### config.mk
export PLATFORM = sky130hd
export DESIGN_NAME = alu_arbiter
export DESIGN_NICKNAME = d
export VERILOG_FILES = /design/src/rtl/alu_pkg.sv /design/src/rtl/rr_arb2.sv /design/src/rtl/alu_arbiter.sv
export SDC_FILE = /design/constraint.sdc
export NUM_CORES = 1
export LEC_CHECK = 0
export ABC_AREA = 1
export CAP_MARGIN = 10
export CORE_UTILIZATION = 39
export CTS_CLUSTER_DIAMETER = 60
export DETAILED_ROUTE_END_ITERATION = 12
export GPL_TIMING_DRIVEN = 0
export PLACE_DENSITY = 0.8
export RECOVER_POWER = 100
export SYNTH_ARGS = -nofsm -noshare
export SYNTH_HDL_FRONTEND = slang
export SYNTH_HIERARCHICAL = 1
export SYNTH_SLANG_ARGS = --single-unit
### constraint.sdc
create_clock -name clk -period 5.2 [get_ports clk]
set_input_delay 1.56 -clock clk [delete_from_list [all_inputs] [get_ports clk]]
set_output_delay 1.56 -clock clk [all_outputs]
set_load 0.02 [all_outputs]
### src/rtl/alu_pkg.sv
// Shared ALU definitions: op codes, widths, arbiter FSM states and helpers
// that classify op codes by latency and legality.
package alu_pkg;

  localparam int WIDTH = 32;
  localparam int OPW   = 4;

  typedef enum logic [OPW-1:0] {
    ADD = 4'd0,
    SUB = 4'd1,
    AND = 4'd2,
    OR  = 4'd3,
    XOR = 4'd4,
    SLT = 4'd5,
    DIV = 4'd6,
    MUL = 4'd7,
    SLL = 4'd8,
    SRL = 4'd9
  } alu_op_e;

  typedef enum logic [1:0] {
    IDLE,
    EXEC,
    RESP
  } arb_state_e;

  function automatic logic is_multi_cycle(input logic [OPW-1:0] op);
    return (op == DIV) || (op == MUL);
  endfunction

  function automatic logic is_supported(input logic [OPW-1:0] op);
    return op <= SRL;
  endfunction

endpackage

### src/rtl/rr_arb2.sv
// Two-way round-robin arbiter: on a tie the requester that did not win last
// time is granted; a single requester is always granted.
module rr_arb2 (
  input  logic       clk,
  input  logic       reset,
  input  logic [1:0] valid,
  input  logic       advance,
  output logic [1:0] grant
);

  logic last;

  always_comb begin
    // NOTE: grant takes a default before the conditional override so no latch is inferred.
    grant = valid;
    if (valid == 2'b11) begin
      grant = last ? 2'b01 : 2'b10;
    end
  end

  always_ff @(posedge clk or posedge reset) begin
    if (reset) begin
      last <= 1'b1;
    end else if (advance && (grant != 2'b00)) begin
      last <= grant[1];
    end
  end

endmodule

### src/rtl/alu_arbiter.sv
// Shares one combinational ALU between two requesters: round-robin grant,
// operands held from registers for the op latency, registered valid/ready result.
module alu_arbiter #(
  parameter int WIDTH     = alu_pkg::WIDTH,
  parameter int OPW       = alu_pkg::OPW,
  parameter int MULTI_LAT = 3
) (
  input  logic             clk,
  input  logic             reset,
  input  logic             req0_valid,
  output logic             req0_ready,
  input  logic [WIDTH-1:0] req0_a,
  input  logic [WIDTH-1:0] req0_b,
  input  logic [OPW-1:0]   req0_op,
  input  logic             req1_valid,
  output logic             req1_ready,
  input  logic [WIDTH-1:0] req1_a,
  input  logic [WIDTH-1:0] req1_b,
  input  logic [OPW-1:0]   req1_op,
  output logic             rsp_valid,
  input  logic             rsp_ready,
  output logic             rsp_id,
  output logic [WIDTH-1:0] rsp_y,
  output logic             rsp_zero,
  output logic             rsp_err,
  output logic [WIDTH-1:0] alu_a,
  output logic [WIDTH-1:0] alu_b,
  output logic [OPW-1:0]   alu_op,
  input  logic [WIDTH-1:0] alu_y
);

  import alu_pkg::*;

  localparam logic [3:0] MULTI_CNT = 4'(MULTI_LAT - 1);

  arb_state_e       state;
  logic [WIDTH-1:0] a_q;
  logic [WIDTH-1:0] b_q;
  logic [OPW-1:0]   op_q;
  logic             id_q;
  logic             err_q;
  logic [3:0]       cnt;
  logic [1:0]       grant;
  logic             idle;
  logic             take;
  logic             sel;
  logic [OPW-1:0]   op_in;
  logic [WIDTH-1:0] y_cap;

  assign idle = (state == IDLE);

  rr_arb2 u_arb (
    .clk     (clk),
    .reset   (reset),
    .valid   ({req1_valid, req0_valid}),
    .advance (idle),
    .grant   (grant)
  );

  assign req0_ready = idle && grant[0];
  assign req1_ready = idle && grant[1];
  assign take       = req0_ready || req1_ready;
  assign sel        = req1_ready;
  assign op_in      = sel ? req1_op : req0_op;

  // Unsupported ops report zero regardless of what the ALU produces for them.
  assign y_cap = err_q ? '0 : alu_y;

  // ALU inputs come straight from registers so they cannot glitch during EXEC.
  assign alu_a  = a_q;
  assign alu_b  = b_q;
  assign alu_op = op_q;

  always_ff @(posedge clk or posedge reset) begin
    if (reset) begin
      // NOTE: operand registers are reset too because they drive the ALU ports directly.
      state     <= IDLE;
      a_q       <= '0;
      b_q       <= '0;
      op_q      <= '0;
      id_q      <= 1'b0;
      err_q     <= 1'b0;
      cnt       <= '0;
      rsp_valid <= 1'b0;
      rsp_id    <= 1'b0;
      rsp_y     <= '0;
      rsp_zero  <= 1'b0;
      rsp_err   <= 1'b0;
    end else begin
      // NOTE: non-blocking assignments so every register samples pre-edge values.
      unique case (state)
        IDLE: begin
          if (take) begin
            a_q   <= sel ? req1_a : req0_a;
            b_q   <= sel ? req1_b : req0_b;
            op_q  <= op_in;
            id_q  <= sel;
            err_q <= !is_supported(op_in);
            cnt   <= is_multi_cycle(op_in) ? MULTI_CNT : 4'd0;
            state <= EXEC;
          end
        end
        EXEC: begin
          if (cnt == 4'd0) begin
            rsp_y     <= y_cap;
            rsp_zero  <= (y_cap == '0);
            rsp_err   <= err_q;
            rsp_id    <= id_q;
            rsp_valid <= 1'b1;
            state     <= RESP;
          end else begin
            cnt <= cnt - 4'd1;
          end
        end
        RESP: begin
          if (rsp_ready) begin
            rsp_valid <= 1'b0;
            state     <= IDLE;
          end
        end
        default: state <= IDLE;
      endcase
    end
  end

endmodule

==> out/metrics.yaml <==
r2r_setup_slack_ns: 2.24
place.gp.congestion: 0.9037
cpPeakStageDelay_ns: 0.70
placedCellCount: 1067
syn_inst: 616
grt_pass1_vias: 5248
synth_seq_cells: 113
critPathMaxFanout: 3
finalSetupTns_ns: 0
grt_first_pass_wirelength_mm: 26.32
core_area_sq_um: 12620
cts_tree: "done"
arrival_ns: 3.31
critPathKind: "in2out"
dieArea_sq_um: 13450
tightest_slew_ns: 2.269
required_ns: 3.64
skew_ns: 0.008030
dp_slack_ns: -0.3600
firstDrtPassIters: 4
violations: "capacitance limit, slew limit"
numCtsBuffers: 17
swShare_pct: 41.65
fill_cells: 1071
ys.flop_type: "dfrtp_1"
finish.utilization_pct: 68.29
clk_pin_slew_worst_paths_ns: 0.05
finalHoldViolCount: 0
synth_fp_nets: 790
grt_use_met3_pct: 11.56
fin_crit_ns: 4.869
maxCapViolCount: 1
insertion_delay_ns: 0.42
drive_above_1_share_pct: 4.962
grt.total_usage_pct: 26.43
htree_levels: 4
clk_path_buf_depth: 2
max_freq_ghz: 0.2054
grt_max_degree: 62
switchingPower_uw: 2124
finalNetCount: 1088
ios: 279
crit_start: "req0_valid"
path_cells: "dlygate4sd3_1, a21boi_0, nand2_1, inv_1, dlygate4sd3_1"
pwr-share-clk_pct: 20.9
seqCellArea_sq_um: 2829
viasPerCell: 4.916
antenna_found_initial: 0
hp-class: "reg2reg"
hpwl_mm: 13.29
cts.sinks: 113
cts_root_buf: "clkbuf_16"
die_x_um: 116.0
rsz0062_at_grt: "no"
wire_per_inst_um: 16.07
ys_seq_area_share_pct: 55.84
critPathMostFrequentCell: "dlygate4sd3_1"
synth.avg_cell_area_sq_um: 8.224
ff2ff_path_depth: 7
maxSlewHeadroom_pct: -52.13
ys_top_cells_by_area: "dfrtp_1 (55%), nand2_1 (12%), o21ai_0 (9.4%)"
numPortBuffers: 278
use_met1_pct: 28.05
ant_nets: 0
total_leakage_power_uw: 0.003905
startpoint_type: "input port"
synth_cell_types: 27
drt_iter0_markers: 286
diodes: 0
stdcell_count: 1099
use_met2_pct: 45.20
comb_power_share_pct: 49.2
slew_violations: 52
synth_area_sq_um: 5066
vias: 5403
powerDensity_nw_per_um2: 591.7
area_growth_pct: 70.12
peakVddDrop_uv: 271.4
multiInputGateArea_sq_um: 1983
setup_slack_ns: 0.3312
period_share_pct: 93.63
synth_top_cell_by_area: "dfrtp_1"
overflow: 0
cts_setup_buffers: 0
yosys_warnings: 6
crit_slowest_cell: "dlygate4sd3_1"
die_height_um: 116.0
wl_mm: 17.66
netlist.area_leader.share_pct: 55.32
initial_core_util_pct: 40.14
critPathCaptureType: "primary output"
synth_edf_count: 0
setup_viol: 0
drc: 0
status: "complete, but fails checks"
seqPwrFrac_pct: 30.0
power.internal_uw: 2975
crit_end: "req0_ready"
num_rows: 41
synthArstFlopShare_pct: 100.0
synth.most_common_cell: "nand2_1"
synth_common_cells: "nand2_1 (162), dfrtp_1 (112), o21ai_0 (95), o21ai_1 (83), nor2_1 (80)"
total_power_uw: 5099
reg2reg_from: "u_arb/last"
r2r_end: "alu_b[12]"
busiest_layer: "met2"
power by group through the flow:
stage | sequential [uW] | combinational (uW) | clock [uW]
final | 1530 | 2510 | 1060
after global routing | 1580 | 2760 | 1120
after CTS | 1550 | 2730 | 1080
after detailed placement | 1540 | 2720 | 0
after global placement | 1530 | 2670 | 0
after floorplan | 1990 | 995 | 0
what timing repair did:
item | 4_1_cts | 5_1_grt
gates resized for setup | 3 | 1
hold buffers | 0 | 0
endpoints found under the setup margin | 1 | 1
per-layer routing:
layer | routed length, um | share of wire (%)
met3 | 1876 | 11
met4 | 521 | 2.9
met5 | 0 | 0
met2 | 8686 | 49
met1 | 6578 | 37
registers in the layout, indices dropped and copies added, names as in the netlist:
signal / flops
rsp_zero: 1
alu_b: 32
state: 2
alu_op: 4
rsp_y: 32
rsp_valid: 1
err_q: 1
rsp_id: 1
cnt: 4
alu_a: 32
rsp_err: 1
u_arb/last: 1
id_q: 1
logic make-up (layout without fill, tap and decap cells):
logic type | count (synthesis) | count (layout) | synth area share, %
xor gates and xnor gates | 1 | 1 | 0.1729
adders and majority gates | 1 | 1 | 0.2469
DFF | 113 | 113 | 55.84
and+or+nand+nor | 259 | 259 | 19.98
buffers and inverters | 56 | 367 | 5.063
AOI/OAI and AO/OA | 186 | 186 | 18.70
layout by cell type, fill, tap and decap left out, types with 12 or more instances in the layout:
cell / instances
clkbuf_1: 34
dlygate4sd3_1: 136
dfrtp_1: 112
nor2_1: 80
o21ai_1: 25
nand2_1: 162
inv_1: 15
clkdlybuf4s50_1: 141
clkbuf_16: 17
o21ai_0: 154
nand3_1: 12
critical path: cells and delay by family:
family                 cells  cell delay (ns)
buffers and inverters      3             1.37
AOI/OAI and AO/OA          1             0.24
and+or+nand+nor            1             0.13
per-stage QoR:
step,instance area [sq um],hold WS (ns)
finish,8618,0.4727
global route,8618,0.4990
CTS,8653,0.4813
detailed placement,8094,0.4686
global placement,8064,0.4579
floorplan,5066,0.4422
worst min-delay path by stage:
stage	from	endpoint	slack, ns	depth (start not counted)
after detailed placement	id_q	id_q	0.47	2
after global placement	id_q	id_q	0.46	2
after global routing	rsp_y[12]	rsp_y[12]	0.50	2
after floorplan	id_q	id_q	0.44	2
after CTS	id_q	id_q	0.48	2
final	id_q	id_q	0.47	2
area by class of cell:
class	count	area share, %
flip-flops and latches	113	32.83
repair buffers	279	32.53
multi-input cells	447	23.01
clock buffers	27	6.069
well taps	172	2.497
plain buffers	39	2.018
inverters	17	0.7549
clock inverters	5	0.2904
Note: power is estimated with default switching activity, not from simulation.
